--- src/rtl/seg7_to_bcd_reader.sv ---
// Recovers the BCD digit from a 7-segment bus after a debounce of STABLE_CYCLES samples.
// Optional SEG7_READER_ERRCNT_EN adds a saturating err_cnt output counting illegal patterns.
module seg7_to_bcd_reader #(
  parameter int STABLE_CYCLES = 4,
  parameter int CNT_W         = 4
) (
  input  logic       clk,
  input  logic       rst,
  input  logic       en,
  input  logic [7:0] Seg,
  output logic [3:0] BCD,
  output logic       blank,
  output logic       valid,
`ifdef SEG7_READER_ERRCNT_EN
  output logic       err,
  output logic [7:0] err_cnt
`else
  output logic       err
`endif
);

  typedef enum logic [1:0] {
    IDLE   = 2'd0,
    SETTLE = 2'd1,
    LOCKED = 2'd2
  } state_t;

  localparam logic [CNT_W-1:0] CNT_ONE    = CNT_W'(1);
  localparam logic [CNT_W-1:0] CNT_COMMIT = CNT_W'(STABLE_CYCLES - 1);
  localparam logic [CNT_W-1:0] CNT_FULL   = CNT_W'(STABLE_CYCLES);

  state_t           state, state_nxt;
  logic [6:0]       seg_q, seg_q_nxt;
  logic [CNT_W-1:0] cnt, cnt_nxt;
  logic             commit;
  logic [6:0]       sample;
  logic             unused_dp;

  logic             dec_legal;
  logic             dec_blank;
  logic [3:0]       dec_digit;

  assign sample    = Seg[6:0];
  assign unused_dp = Seg[7];

  // Pattern classification, gfedcba order; the lamp test pattern 7F reads as 8.
  always_comb begin
    dec_legal = 1'b1;
    dec_blank = 1'b0;
    dec_digit = 4'd0;
    case (sample)
      7'h3F: dec_digit = 4'd0;
      7'h06: dec_digit = 4'd1;
      7'h5B: dec_digit = 4'd2;
      7'h4F: dec_digit = 4'd3;
      7'h66: dec_digit = 4'd4;
      7'h6D: dec_digit = 4'd5;
      7'h7D: dec_digit = 4'd6;
      7'h07: dec_digit = 4'd7;
      7'h7F: dec_digit = 4'd8;
      7'h6F: dec_digit = 4'd9;
      7'h00: dec_blank = 1'b1;
      default: dec_legal = 1'b0;
    endcase
  end

  always_ff @(posedge clk) begin
    if (rst) begin
      state <= IDLE;
      seg_q <= 7'd0;
      cnt   <= '0;
    end else begin
      state <= state_nxt;
      seg_q <= seg_q_nxt;
      cnt   <= cnt_nxt;
    end
  end

  // Debounce FSM: the first enabled sample always enters SETTLE, so a pattern that
  // happens to equal the cleared seg_q still needs the full count.
  always_comb begin
    state_nxt = state;
    seg_q_nxt = seg_q;
    cnt_nxt   = cnt;
    commit    = 1'b0;
    if (!en) begin
      state_nxt = IDLE;
      seg_q_nxt = 7'd0;
      cnt_nxt   = '0;
    end else begin
      seg_q_nxt = sample;
      case (state)
        IDLE: begin
          state_nxt = SETTLE;
          cnt_nxt   = CNT_ONE;
        end
        SETTLE: begin
          if (sample != seg_q) begin
            cnt_nxt = CNT_ONE;
          end else if (cnt == CNT_COMMIT) begin
            commit    = 1'b1;
            cnt_nxt   = CNT_FULL;
            state_nxt = LOCKED;
          end else begin
            cnt_nxt = cnt + CNT_ONE;
          end
        end
        LOCKED: begin
          if (sample != seg_q) begin
            state_nxt = SETTLE;
            cnt_nxt   = CNT_ONE;
          end else begin
            cnt_nxt = CNT_FULL;
          end
        end
        default: begin
          state_nxt = IDLE;
          cnt_nxt   = '0;
        end
      endcase
    end
  end

  always_ff @(posedge clk) begin
    if (rst) begin
      BCD   <= 4'd0;
      blank <= 1'b1;
      valid <= 1'b0;
      err   <= 1'b0;
    end else begin
      valid <= commit && dec_legal;
      err   <= commit && !dec_legal;
      if (commit && dec_legal) begin
        blank <= dec_blank;
        if (!dec_blank) begin
          BCD <= dec_digit;
        end
      end
    end
  end

`ifdef SEG7_READER_ERRCNT_EN
  always_ff @(posedge clk) begin
    if (rst) begin
      err_cnt <= 8'd0;
    end else if (commit && !dec_legal && (err_cnt != 8'hFF)) begin
      err_cnt <= err_cnt + 8'd1;
    end
  end
`endif

endmodule

--- config.mk ---
export PLATFORM = sky130hd
export DESIGN_NAME = seg7_to_bcd_reader
export DESIGN_NICKNAME = d
export VERILOG_FILES = /design/src/rtl/seg7_to_bcd_reader.sv
export SDC_FILE = /design/constraint.sdc
export NUM_CORES = 1
export LEC_CHECK = 0
export ABC_AREA = 1
export CORE_MARGIN = 2
export CORE_UTILIZATION = 50
export DETAILED_ROUTE_END_ITERATION = 6
export PLACE_DENSITY = 0.75
export SLEW_MARGIN = 20
export SYNTH_ARGS = -nofsm -noshare
export SYNTH_HDL_FRONTEND = slang
export SYNTH_SLANG_ARGS = --single-unit
--- constraint.sdc ---
create_clock -name clk -period 1.73 [get_ports clk]
set_clock_uncertainty 0.05 [all_clocks]
set_input_delay 0.519 -clock clk [delete_from_list [all_inputs] [get_ports clk]]
set_output_delay 0.519 -clock clk [all_outputs]
set_load 0.02 [all_outputs]
# After elaboration in Yosys (flattened, before gate mapping)
# Cells that the tools add are included.
# W data, S select, Z words.
[word_totals]
input_bits = 11
out_inout_bits = 7
elab_cells = 51
regBits = 20
[classes]
n_mux = 15
bitwise_logic = 2
n_addsub = 1
n_eq_ne = 17
n_reduce_logical = 9
[ops]
columns = ["cell", "n"]
rows = [
  ["$eq A7 B7 Y1 const B", 7],
  ["$pmux W4 S9", 1],
  ["$eq A7 B3 Y1 const B", 2],
  ["$pmux W4 S3", 1],
  ["$reduce_or A11 Y1", 1],
  ["$mux W4", 2],
  ["$eq A7 B6 Y1 const B", 1],
  ["$logic_not A7 Y1", 1],
  ["$ne A7 B7 Y1", 1],
  ["$mux W1", 6],
  ["$mux W2", 3],
  ["$ne A2 B2 Y1 const B", 3],
  ["$pmux W2 S3", 1],
  ["$add A4 B1 Y4 const B", 1],
  ["$eq A4 B2 Y1 const B", 1],
  ["$mux W3", 1],
  ["$reduce_and A3 Y1", 1],
  ["$eq A2 B1 Y1 const B", 1],
  ["$eq A2 B2 Y1 const B", 1],
  ["$logic_and A1 B1 Y1", 2],
  ["$logic_not A2 Y1", 1],
  ["$not A1 Y1", 2],
  ["$reduce_and A2 Y1", 1],
  ["$reduce_or A2 Y1", 1],
  ["$logic_not A1 Y1", 1],
]

# Longest topological paths before layout
# Gate-level depths: netlist (run 1).
[depth]
word_depth = 7
ltp_mapped = 12
depth_no_buf = 12

# Least setup slack after synthesis (run 1)
# OpenSTA, ideal clock, no wires.
[synth_path]
path_type = "input to register"
startpoint = "input port Seg[0]"
endpoint = "register BCD[2]"
t_arrival_ps = 1420
setup_slack_ps = 145
stages = 10
setup_time_ps = 115
required_ps = 1565
n_path_buf = 0
path_cell_list = "inv_1 > nand2_1 > nand2_1 > nand3_1 > nor2_4 > nand4_2 > nor2_4 > nand3_1 > nand2_1 > nor2_1"
[synth_between]
elab_chain_len = 6
elab_cells_between_ends = 22
cone_classes = "11 x eq/ne; 6 x mux; 1 x bitwise; 4 x reduce/logical"
[synth_lines]
columns = ["item", "line", "text"]
rows = [
  ["start: declaration", "10", "input logic [7:0] Seg,"],
  ["$ne A7 B7 Y1", "98", "if (sample != seg_q) begin"],
  ["$mux W1", "98", ""],
  ["$mux W1", "92", "case (state)"],
  ["$mux W1", "86", "if (!en) begin"],
  ["$logic_and A1 B1 Y1", "133", "if (commit && dec_legal) begin"],
  ["$reduce_and A2 Y1 (no source line)", "--", ""],
  ["end signal: assignment", "136", "BCD <= dec_digit;"],
  ["end: declaration", "11", "output logic [3:0] BCD,"],
]
# Parallel ways exist; a longest one is shown, timed or not.
# A chain may end at the register's enable or synchronous reset.

# Worst setup path after layout (run 1)
[layout_path]
startpoint = "input port Seg[4]"
endpoint = "register BCD[1]"
# The elaborated chain is that of the path after synthesis.

==> results of run 1 <==
[cells in the mapped netlist]
cell      number  share of area, %
xnor2_1        1              0.78
ha_1           1               1.1
o21ai_1        1              0.45
nor2_4         3               3.0
nor2_2         3               1.7
a21oi_1        6               2.7
nand2_1       51                17
clkbuf_1       1              0.33
nand4_1        3               1.7
inv_2          4               1.3
or2_2          1              0.56
inv_1         22               7.4
nand3_1       14               6.3
nor3_1         2              0.89
o21bai_1       1              0.67
nand3_2        1              0.89
dfxtp_1       20                36
a221oi_1       1              0.78
nand4_2        1               1.1
nand2_2        3               1.7
nor2_1        35                12
a211oi_1       2               1.3
o21ai_0        2              0.89
[layout make-up]
class	count	share of cell area [%]
Clock buffer	3	1.400
Inverter	26	6.065
Tap cell	28	2.177
Timing Repair Buffer	49	22.63
Sequential cell	20	24.88
Multi-Input combinational cell	132	40.98
Clock inverter	1	1.866
[layer usage]
layer	up-vias	routed length [um]	global-route usage, %
met5	-	0	0
met4	0	24	7.456
met3	4	126	2.632
met2	41	1552	49.13
met1	604	1188	26.27
li1	663	-	-
[registers in the layout, summed over array words and instances, names as in the netlist]
name	flops
BCD	4
blank	1
cnt	4
state	2
seg_q	7
err	1
valid	1
[worst max-delay path by stage]
stage            from     end
3_5_place_dp   Seg[2]  BCD[1]
6_report       Seg[4]  BCD[1]
2_1_floorplan  Seg[0]  BCD[2]
3_3_place_gp   Seg[2]  BCD[2]
5_1_grt        Seg[1]  BCD[2]
4_1_cts        Seg[2]  BCD[1]
[worst max-delay path: cells and delay by family]
| kind | cells | cell delay [ns] |
|---|---|---|
| buffers and inverters | 2 | 0.19 |
| AND/OR/NAND/NOR | 10 | 1.03 |
[logic make-up after synthesis]
family          Yosys count  synth area share (%)
fa+ha+maj                 1                 1.116
buf+inv                  27                 9.040
compound gates           13                 6.808
flops                    20                 35.71
xor+xnor                  1                0.7814
simple gates            117                 46.54
[power groups by stage]
stage	Sequential [mW]	Clock [mW]	Combinational, mW
floorplan	0.484	0	0.0643
global placement	0.484	0	0.143
detailed placement	0.485	0	0.147
CTS	0.474	0.390	0.147
global route	0.475	0.400	0.166
finish	0.474	0.388	0.150
[timing repair]
action / in CTS / in global routing
setup buffers: 0 / 1
endpoints found under the setup margin: 17 / 7
pin swaps: 1 / 5
gates resized for setup: 21 / 21
==> run metrics, run 1 <==
First-pass DRT Iterations 4; routability cong. 0.8414; Slew Limit Fails 0; Final Instance Area 1609 um^2; Switch Pwr 0.2418 mW; Core Util, Final 74.16%; CP arrival 1.74 ns; Reg clk slew, reported paths 0.13 ns; Comb power frac 14.8%; PD cells 629.0 nW/um^2; multi-input logic area 659.4 um^2; clock root buffer clkbuf_4; Die Height 51.35 um; hold_ws 0.4163 ns; DP Area 1553 um^2; CTS hold repair buffers 0; PortBufs 16; hold_sp state[0]; placed cell count 254; Die W 51.35 um; Critical Path Fanout Max 7; routed length per instance 11.17 um; min cycle time layout 1.575 ns; Tot GR Track Use 24.48%; Power Internal 0.7702 mW; Crit Path Class input pin to flip-flop; FF-to-FF Start seg_q[2]; Syn Area/Cell 6.263 um^2; RSZ-0062 raised after global routing no; fin crit share 91.06%; VDD IR max 489.3 uV; Yosys reg bits 20; Max-Slew Margin vs Limit 81.92%; Clock Path Buffers 2; Startpoint Class input pin; Final setup viols 0; final wirelength 2892 um; grt ovf 0; commonest cells after routing, fill and taps aside 49 x nand2_1, 33 x buf_4, 29 x nor2_1, 21 x inv_1, 20 x dfxtp_1; Mapped Nets 191; P_leak 0.8264 nW; WHS Endpoint cnt[0]; FF/Latch Area 400.4 um^2; CP max stage cell nor2_4; pre-CTS setup slack -0.5944 ns; Final Power 1.012 mW; max incr delay on CP 0.20 ns; HP Class flip-flop to flip-flop; cell repeated most along the worst path nand2_1; Sink Count 20; Worst R2R End BCD[1]; worst hold path depth 1; initial drt markers 30; layout cells sized above 1 30.74%; Max-Cap Viols 0; # fillers 192; total negative slack 0 ns; Seq/Total Area, Yosys 35.71%; ANT nets after route 0; Final HPWL DP 2252 um; Worst Path Required 1.90 ns; largest net degree at the start of global routing 13; area grow syn2layout 43.53%; commonest non-fill, non-tap cell in the layout nand2_1; outcome completed; CTS buffer count 3; Worst-Margin Slew 0.2702 ns; I/O pins 18; Clk Latency, worst-skew pair 0.30 ns; Clk pwr share 38.3%; crit end category flip-flop; vias in the first global route 1265; H-tree lvl count 1; CP Cell Sequence clkbuf_2, inv_2, nand2_1, nand2_1, nor2_1, nand2_1, nor2_4, nand4_2, nor2_4, nand3_1, nand2_1, nor2_1; endpoints failing hold 0; vias after detailed routing 1312; Synth cell types 23; n_diodes 0; Die Area 2637 um^2; Synth Cell Area 1121 um^2; Reg2Reg Setup Slack 0.17 ns; Mapped Cells 179; Vias/cell 5.066; initial cell density of the core 51.67%; layout net count 244; Reg power frac 46.9%; fmax 634.8 MHz; final worst slack 0.1547 ns; core area 2170 um^2; Rows 17; Sw Share 23.89%; CTS tree built; R2R cell count 11; fin cells 259; initial antenna violation count 0; Residual DRC 0; first-pass GRT wire length 4926 um; Syn. warnings 0
Note: power is estimated with default switching activity, not from simulation.
==> inputs of run 2 (changes only) <==
--- a/config.mk
+++ b/config.mk
@@ -7,9 +7,8 @@
 export LEC_CHECK = 0
 export ABC_AREA = 1
 export CORE_MARGIN = 2
-export CORE_UTILIZATION = 50
+export CORE_UTILIZATION = 35
 export DETAILED_ROUTE_END_ITERATION = 6
-export PLACE_DENSITY = 0.75
 export SLEW_MARGIN = 20
 export SYNTH_ARGS = -nofsm -noshare
 export SYNTH_HDL_FRONTEND = slang
==> run 2 against run 1 <==
Global-route usage decreased by 8.2 points. Sequential share of layout area decreased by 0.29 points. Non-clock buffer count increased by 1. Cell count increased by 6.6%. Worst hold slack got worse by 0.0025 ns. Largest power group unchanged.
==> run metrics, run 2 (same netlist as run 1, synthesis figures left out) <==
outcome completed; VDD IR max 266.4 uV; PortBufs 16; Max-Slew Margin vs Limit 80.39%; Switch Pwr 0.2401 mW; ANT nets after route 0; Reg2Reg Setup Slack 0.17 ns; PD cells 621.7 nW/um^2; initial antenna violation count 0; vias in the first global route 1125; Clk Latency, worst-skew pair 0.30 ns; Worst-Margin Slew 0.2931 ns; grt ovf 0; crit end category primary output; Startpoint Class flip-flop; CP max stage cell dfxtp_1; CTS tree built; initial cell density of the core 36.72%; commonest cells after routing, fill and taps aside 49 x nand2_1, 34 x buf_4, 30 x nor2_1, 21 x inv_1, 20 x dfxtp_1; routed length per instance 9.533 um; Crit Path Class flip-flop to primary output; CP delay by family, top flip-flops; hold_ws 0.4137 ns; CP Cell Sequence dlygate4sd2_1; largest net degree at the start of global routing 13; Die W 60.60 um; Slew Limit Fails 0; Core Util, Final 53.32%; Top reg by flops seg_q; clock root buffer clkbuf_4; Tot GR Track Use 16.27%; core area 3053 um^2; RSZ-0062 raised after global routing no; Sw Share 23.73%; commonest non-fill, non-tap cell in the layout nand2_1; vias after detailed routing 1237; I/O pins 18; Clock Path Buffers 2; CTS buffer count 3; post-CTS setup buffers 0; Residual DRC 0; Final setup viols 0; Die Height 60.60 um; Comb power frac 14.5%; area grow syn2layout 45.20%; HP Class flip-flop to flip-flop; CP Buf/Inv Count 1; endpoints failing hold 0; initial drt markers 40; fin crit share 90.22%; Rows 20; FF/Latch Area 400.4 um^2; Clk pwr share 38.6%; layout net count 245; total negative slack 0 ns; Final HPWL DP 2128 um; First-pass DRT Iterations 5; max FFs per register 7; Die Area 3672 um^2; final wirelength 2631 um; min cycle time layout 1.561 ns; n_diodes 0; pre-CTS setup slack -0.6171 ns; final worst slack 0.1692 ns; Sink Count 20; Reg clk slew, reported paths 0.12 ns; max incr delay on CP 0.36 ns; Largest regs seg_q: 7 flops, BCD: 4 flops, cnt: 4 flops; Critical Path Fanout Max 2; routability cong. 0.9025; multi-input logic area 650.6 um^2; Power Internal 0.7719 mW; fmax 640.7 MHz; P_leak 0.8306 nW; Vias/cell 4.482; Max-Cap Viols 0; Reg power frac 46.9%; first-pass GRT wire length 4567 um; # fillers 328; layout cells sized above 1 29.74%; Worst Path Required 1.16 ns; H-tree lvl count 1; CP arrival 0.99 ns
run 2: cell types whose count changed in the layout (fill, tap and decap cells not counted):
| cell | previous run | this run |
|---|---|---|
| nor2_1 | 29 | 30 |
| nand3_2 | 3 | 1 |
| nand4_2 | 1 | 0 |
| nor2_4 | 5 | 4 |
| nand4_4 | 0 | 1 |
| buf_4 | 33 | 34 |
| nand3_1 | 12 | 14 |
run 2: power groups by stage:
| stage | clock network, mW | registers (mW) | logic [mW] |
|---|---|---|---|
| finish | 0.391 | 0.474 | 0.147 |
| global route | 0.424 | 0.476 | 0.166 |
| CTS | 0.403 | 0.474 | 0.146 |
| detailed placement | 0 | 0.485 | 0.150 |
| global placement | 0 | 0.484 | 0.148 |
| floorplan | 0 | 0.484 | 0.0643 |
run 2: final cells by class:
class	count	area share, %
repair buffers	50	22.83
flip-flops and latches	20	24.60
well taps	44	3.382
inverters	26	5.995
clock inverters	1	1.845
clock buffers	3	1.384
multi-input cells	132	39.97
run 2: metrics by stage:
| step | instances | power, mW | area (um^2) |
|---|---|---|---|
| after floorplan | 179 | 0.5479 | 1121 |
| after global placement | 272 | 0.6318 | 1588 |
| after detailed placement | 272 | 0.6347 | 1588 |
| after CTS | 276 | 1.024 | 1628 |
| after global routing | 276 | 1.065 | 1628 |
| final | 276 | 1.012 | 1628 |
run 2: repair_timing:
item	in CTS	in global routing
setup endpoints to repair	17	6
gates resized for setup	17	22
hold buffers	0	0
pin swaps	1	1
run 2: path summary, 6_finish.rpt:
path	cells past startpoint	start	to
min	1	state[0]	cnt[0]
max reg2reg	8	cnt[0]	BCD[3]
max	1	BCD[2]	BCD[2]
min reg2reg	1	state[0]	cnt[0]
run 2: metal layers:
metal | vias to the layer above | track usage, % | part of all wire, %
met2 | 21 | 29.34 | 50
met5 | - | 0 | 0
met3 | 2 | 2.772 | 3.6
met4 | 0 | 3.727 | 0.57
met1 | 544 | 20.16 | 46
li1 | 670 | - | -
